==> src/rtl/score_keeper.sv <==
// Gameplay scoring engine: tracks streak, combo multiplier and a saturating
// 20-bit score across the song lifecycle (idle / playing / paused / done).
module score_keeper #(
  parameter int unsigned PTS_GOOD    = 50,
  parameter int unsigned PTS_GREAT   = 100,
  parameter int unsigned PTS_PERFECT = 200,
  parameter int unsigned SCORE_MAX   = 999999
) (
  input  logic        clock,
  input  logic        reset_n,
  input  logic        song_start,
  input  logic        song_end,
  input  logic        pause,
  input  logic        hit_valid,
  input  logic [1:0]  hit_grade,
  input  logic        note_miss,
  output logic [19:0] score_bin,
  output logic [9:0]  streak,
  output logic [9:0]  max_streak,
  output logic [2:0]  multiplier,
  output logic        score_updated,
  output logic        playing
);

  typedef enum logic [1:0] {IDLE, PLAYING, PAUSED, DONE} state_t;

  state_t      state, state_next;
  logic [19:0] score_next;
  logic [9:0]  streak_next, max_next;
  logic [2:0]  mult_next;
  logic        miss, hit, active;
  logic [7:0]  base;
  logic [9:0]  product;
  logic [20:0] sum;

  always_comb begin
    state_next = state;
    case (state)
      IDLE:    if (song_start) state_next = PLAYING;
      PLAYING: begin
        if (song_start)    state_next = PLAYING;
        else if (song_end) state_next = DONE;
        else if (pause)    state_next = PAUSED;
      end
      PAUSED: begin
        if (song_start)    state_next = PLAYING;
        else if (song_end) state_next = DONE;
        else if (!pause)   state_next = PLAYING;
      end
      DONE:    if (song_start) state_next = PLAYING;
      default: state_next = IDLE;
    endcase
  end

  always_comb begin
    miss   = note_miss | (hit_valid & (hit_grade == 2'd0));
    hit    = hit_valid & (hit_grade != 2'd0) & ~miss;
    // Events only count in a settled PLAYING cycle; a rising pause or a
    // lifecycle pulse in the same cycle swallows them.
    active = (state == PLAYING) & ~pause & ~song_start & ~song_end;

    case (hit_grade)
      2'd1:    base = 8'(PTS_GOOD);
      2'd2:    base = 8'(PTS_GREAT);
      2'd3:    base = 8'(PTS_PERFECT);
      default: base = '0;
    endcase
    product = {2'b00, base} * {7'b0, multiplier};
    sum     = {1'b0, score_bin} + {11'b0, product};

    score_next  = score_bin;
    streak_next = streak;
    max_next    = max_streak;
    if (song_start) begin
      score_next  = '0;
      streak_next = '0;
      max_next    = '0;
    end else if (active) begin
      if (miss) begin
        streak_next = '0;
      end else if (hit) begin
        score_next  = (sum > 21'(SCORE_MAX)) ? 20'(SCORE_MAX) : sum[19:0];
        streak_next = (streak == '1) ? streak : streak + 10'd1;
        if (streak_next > max_streak) max_next = streak_next;
      end
    end

    if (streak_next >= 10'd30)      mult_next = 3'd4;
    else if (streak_next >= 10'd20) mult_next = 3'd3;
    else if (streak_next >= 10'd10) mult_next = 3'd2;
    else                            mult_next = 3'd1;
  end

  always_ff @(posedge clock) begin
    if (!reset_n) begin
      state         <= IDLE;
      score_bin     <= '0;
      streak        <= '0;
      max_streak    <= '0;
      multiplier    <= 3'd1;
      score_updated <= 1'b0;
    end else begin
      state         <= state_next;
      score_bin     <= score_next;
      streak        <= streak_next;
      max_streak    <= max_next;
      multiplier    <= mult_next;
      score_updated <= (score_next != score_bin);
    end
  end

  assign playing = (state == PLAYING);

endmodule

==> config.mk <==
export PLATFORM = sky130hd
export DESIGN_NAME = score_keeper
export DESIGN_NICKNAME = d
export VERILOG_FILES = /design/src/rtl/score_keeper.sv
export SDC_FILE = /design/constraint.sdc
export NUM_CORES = 1
export LEC_CHECK = 0
export BUFFER_PORTS_ARGS = -buffer_cell sky130_fd_sc_hd__buf_2
export CORE_MARGIN = 2
export CORE_UTILIZATION = 53
export CTS_BUF_LIST = sky130_fd_sc_hd__clkbuf_16
export DETAILED_ROUTE_END_ITERATION = 10
export PLACE_DENSITY = 0.77
export SLEW_MARGIN = 20
export SYNTH_ARGS = -nofsm -noshare
export SYNTH_HDL_FRONTEND = slang
export SYNTH_SLANG_ARGS = --single-unit
==> constraint.sdc <==
create_clock -name clock -period 5.05 [get_ports clock]
set_input_delay 0.2525 -clock clock [delete_from_list [all_inputs] [get_ports clock]]
set_output_delay 0.2525 -clock clock [all_outputs]
set_load 0.02 [all_outputs]
==> results_dict.tcl <==
set metrics [dict create \
    worst_pin_slew_ns 1.01 \
    dieArea_sq_um 8550 \
    cp-end-kind "flip-flop" \
    dr.pass1.iters 5 \
    track_usage_pct 28.3 \
    io_pins 54 \
    avgSynthCellArea_sq_um 7.70 \
    numCtsBuffers 5 \
    drt_iter0_markers 232 \
    syn_area_sq_um 4150 \
    clkTransAtPathRegs_ns 0.07 \
    setup_viol 0 \
    hpwl_um 9140 \
    slowest_stage "fa_1" \
    wl_per_cell_um 16.7 \
    antenna_found_initial 0 \
    ys_seq_area_share_pct 22.2 \
    max_stage_delay_ns 0.56 \
    slew_headroom_pct 32.3 \
    n_antenna_cell 0 \
    syn_inst 539 \
    max-vdd-ir-drop_mv 0.137 \
    cts_root_buf "clkbuf_16" \
    ys_ff_latch 46 \
    maxSlewViolCount 0 \
    layout_worst_path_cycle_share_pct 98.8 \
    cp-start-kind "flip-flop" \
    insertion_delay_ns 0.29 \
    required_ns 5.23 \
    r2r_cells 23 \
    synth_async_sr_flop_share_pct 0 \
    drive_gt1_share_pct 26.5 \
    synth_edf_count 0 \
    layout_min_cycle_time_ns 4.99 \
    grt_pass1_vias 4204 \
    grt_pass1_wl_um 19700 \
    outcome "finished clean" \
    grt_max_degree 27 \
    synth_fp_nets 591 \
    synth.most_common_cell "nand2_1" \
    final_hold_viol_count 0 \
    p_total_mw 0.788 \
    leakage_nw 2.27 \
    dp.cells 719 \
    fin_cells 733 \
    synth.distinct_cells 74 \
    core_area_sq_um 7650 \
    port_buffers 53 \
    fmax_ghz 0.200 \
    place.gp.congestion 1.03 \
    hold_class "input port to flip-flop" \
    nets 682 \
    path_max_fanout 5 \
    wl_um 12200 \
    ant_nets 0 \
    cts_sinks 46 \
    yosys-top-cells-area "dfxtp_1, ha_1, nand2_1" \
    yosys.area.top_type "dfxtp_1" \
    routed_via_density 6.02 \
    skew_ns 0.00551 \
    die_height_um 92.5 \
    cts.htree.levels 2 \
    ys_top_cells_by_count "nand2_1, dfxtp_1, nor2_1, ha_1" \
    drc 0 \
    synth_top_area_share_pct 22.2 \
    area_growth_pct 23.1 \
    grt-ovfl-total 0 \
    num_rows 32 \
    cts_tree "done" \
    crit_chain "nand2_2, fa_1, inv_2, ha_4, fa_2, a21oi_2, nor2_1, nor2_1, o21bai_1, a21oi_1, xnor2_1, ha_1, nand4_1, o22a_2, o21a_1, o2111a_1, a211o_4, a41oi_4, a21oi_2, and3_4, mux2_4, o41ai_2, o21ai_1" \
    initial_utilization_pct 54.3 \
    rsz0062_at_grt "yes" \
    power_density_nw_per_um2 154 \
    ys.flop_type "dfxtp_1" \
    clock_path_buffers 2 \
    die_w_um 92.5 \
    worstHoldPathCells 3 \
    vias 4411 \
    arrival_ns 5.17 \
    maxCapViolCount 0 \
    yosysWarnings 0 \
    worstSetupPathType "flip-flop to flip-flop" \
]
## sequential cells by signal, summed over array words and instances, names as in the netlist
register / count
score_updated: 1
max_streak: 10
state: 2
multiplier: 3
score_bin: 20
streak: 10
## layout by cell type, fill, tap and decap left out, types with 6 or more instances in the layout
cell / Yosys / final
buf_4: 1 / 60
nand2_1: 58 / 54
buf_2: 2 / 53
nor2_1: 46 / 46
dfxtp_1: 46 / 43
a21oi_1: 35 / 33
inv_1: 35 / 31
ha_1: 36 / 30
nand3_1: 22 / 22
o21ai_0: 24 / 22
nand4_1: 14 / 14
xnor2_1: 14 / 14
nor2b_1: 11 / 11
o31ai_1: 11 / 11
and2_1: 12 / 10
o21a_1: 9 / 9
a31oi_1: 9 / 9
nor3_1: 9 / 9
and3_1: 9 / 8
xor2_1: 9 / 8
nor4_1: 8 / 8
fa_1: 7 / 6
## worst max-delay path: cells and delay by family, from the launching register on
family          cells  cell delay (ns)
compound gates     11             1.99
fa+ha+maj           4             1.46
simple gates        5             0.57
flops               1             0.36
mux                 1             0.30
xor+xnor            1             0.13
buf+inv             1             0.05
## where the power goes
part / total, mW / switching [mW] / leakage [nW] / internal, mW
clock: 0.334 / 0.151 / 0.0740 / 0.184
sequential: 0.366 / 0.00183 / 0.371 / 0.364
combinational: 0.0877 / 0.0528 / 1.82 / 0.0350
total: 0.788 / 0.205 / 2.27 / 0.583
## kinds of logic (layout without fill, tap and decap cells)
| kind of cell | Yosys count | count (layout) | share of synthesized area, % |
|---|---|---|---|
| flip-flops | 46 | 46 | 22.2 |
| AND/OR/NAND/NOR | 212 | 212 | 26.1 |
| adder cells (fa/ha/maj) | 43 | 43 | 14.2 |
| AO/OA/AOI/OAI | 142 | 142 | 23.7 |
| buffers and inverters | 65 | 157 | 6.63 |
| multiplexers | 7 | 7 | 1.87 |
| XOR/XNOR | 24 | 24 | 5.25 |
## layout make-up
| type | count | area, sq um |
|---|---|---|
| flip-flops and latches | 46 | 925 |
| inverters | 36 | 135 |
| repair buffers | 113 | 716 |
| fillers | 636 | 2540 |
| clock buffers | 5 | 125 |
| multi-input cells | 428 | 3060 |
| well taps | 102 | 128 |
| clock inverters | 3 | 18.8 |
## path summary, 6_finish.rpt
path / start / to / slack (ns)
min: reset_n / score_updated / 0.30
min reg2reg: max_streak[6] / max_streak[6] / 0.50
max reg2reg: multiplier[1] / score_updated / 0.06
max: multiplier[1] / score_updated / 0.06
## routing by layer
metal / routed length, um / up-vias / track usage [%]
met5: 0 / - / 0
met4: 291 / 0 / 9.95
met3: 815 / 35 / 4.15
met2: 6050 / 179 / 49.5
met1: 5050 / 2082 / 35.3
li1: - / 2115 / -
## stage by stage
stage | utilization [%] | area [sq um] | setup WS (ns) | TNS (ns) | hold slack [ns]
floorplan | - | 4150 | 0.0238 | 0 | 0.489
global placement | 63.0 | 4820 | -0.185 | -0.185 | 0.480
detailed placement | 63.0 | 4820 | -0.415 | -1.05 | 0.480
CTS | 65.3 | 4990 | 0.00516 | 0 | 0.295
global route | 66.8 | 5110 | -0.259 | -0.611 | 0.328
finish | 66.8 | 5110 | 0.0589 | 0 | 0.298
## timing repair
item | 4_1_cts | 5_1_grt
endpoints found under the setup margin | 1 | 8
hold buffers | 0 | 0
resized for setup | 6 | 25
pin swaps | 3 | 23
buffers inserted | 2 | 4
No activity file was read; power rests on OpenSTA's default activity.
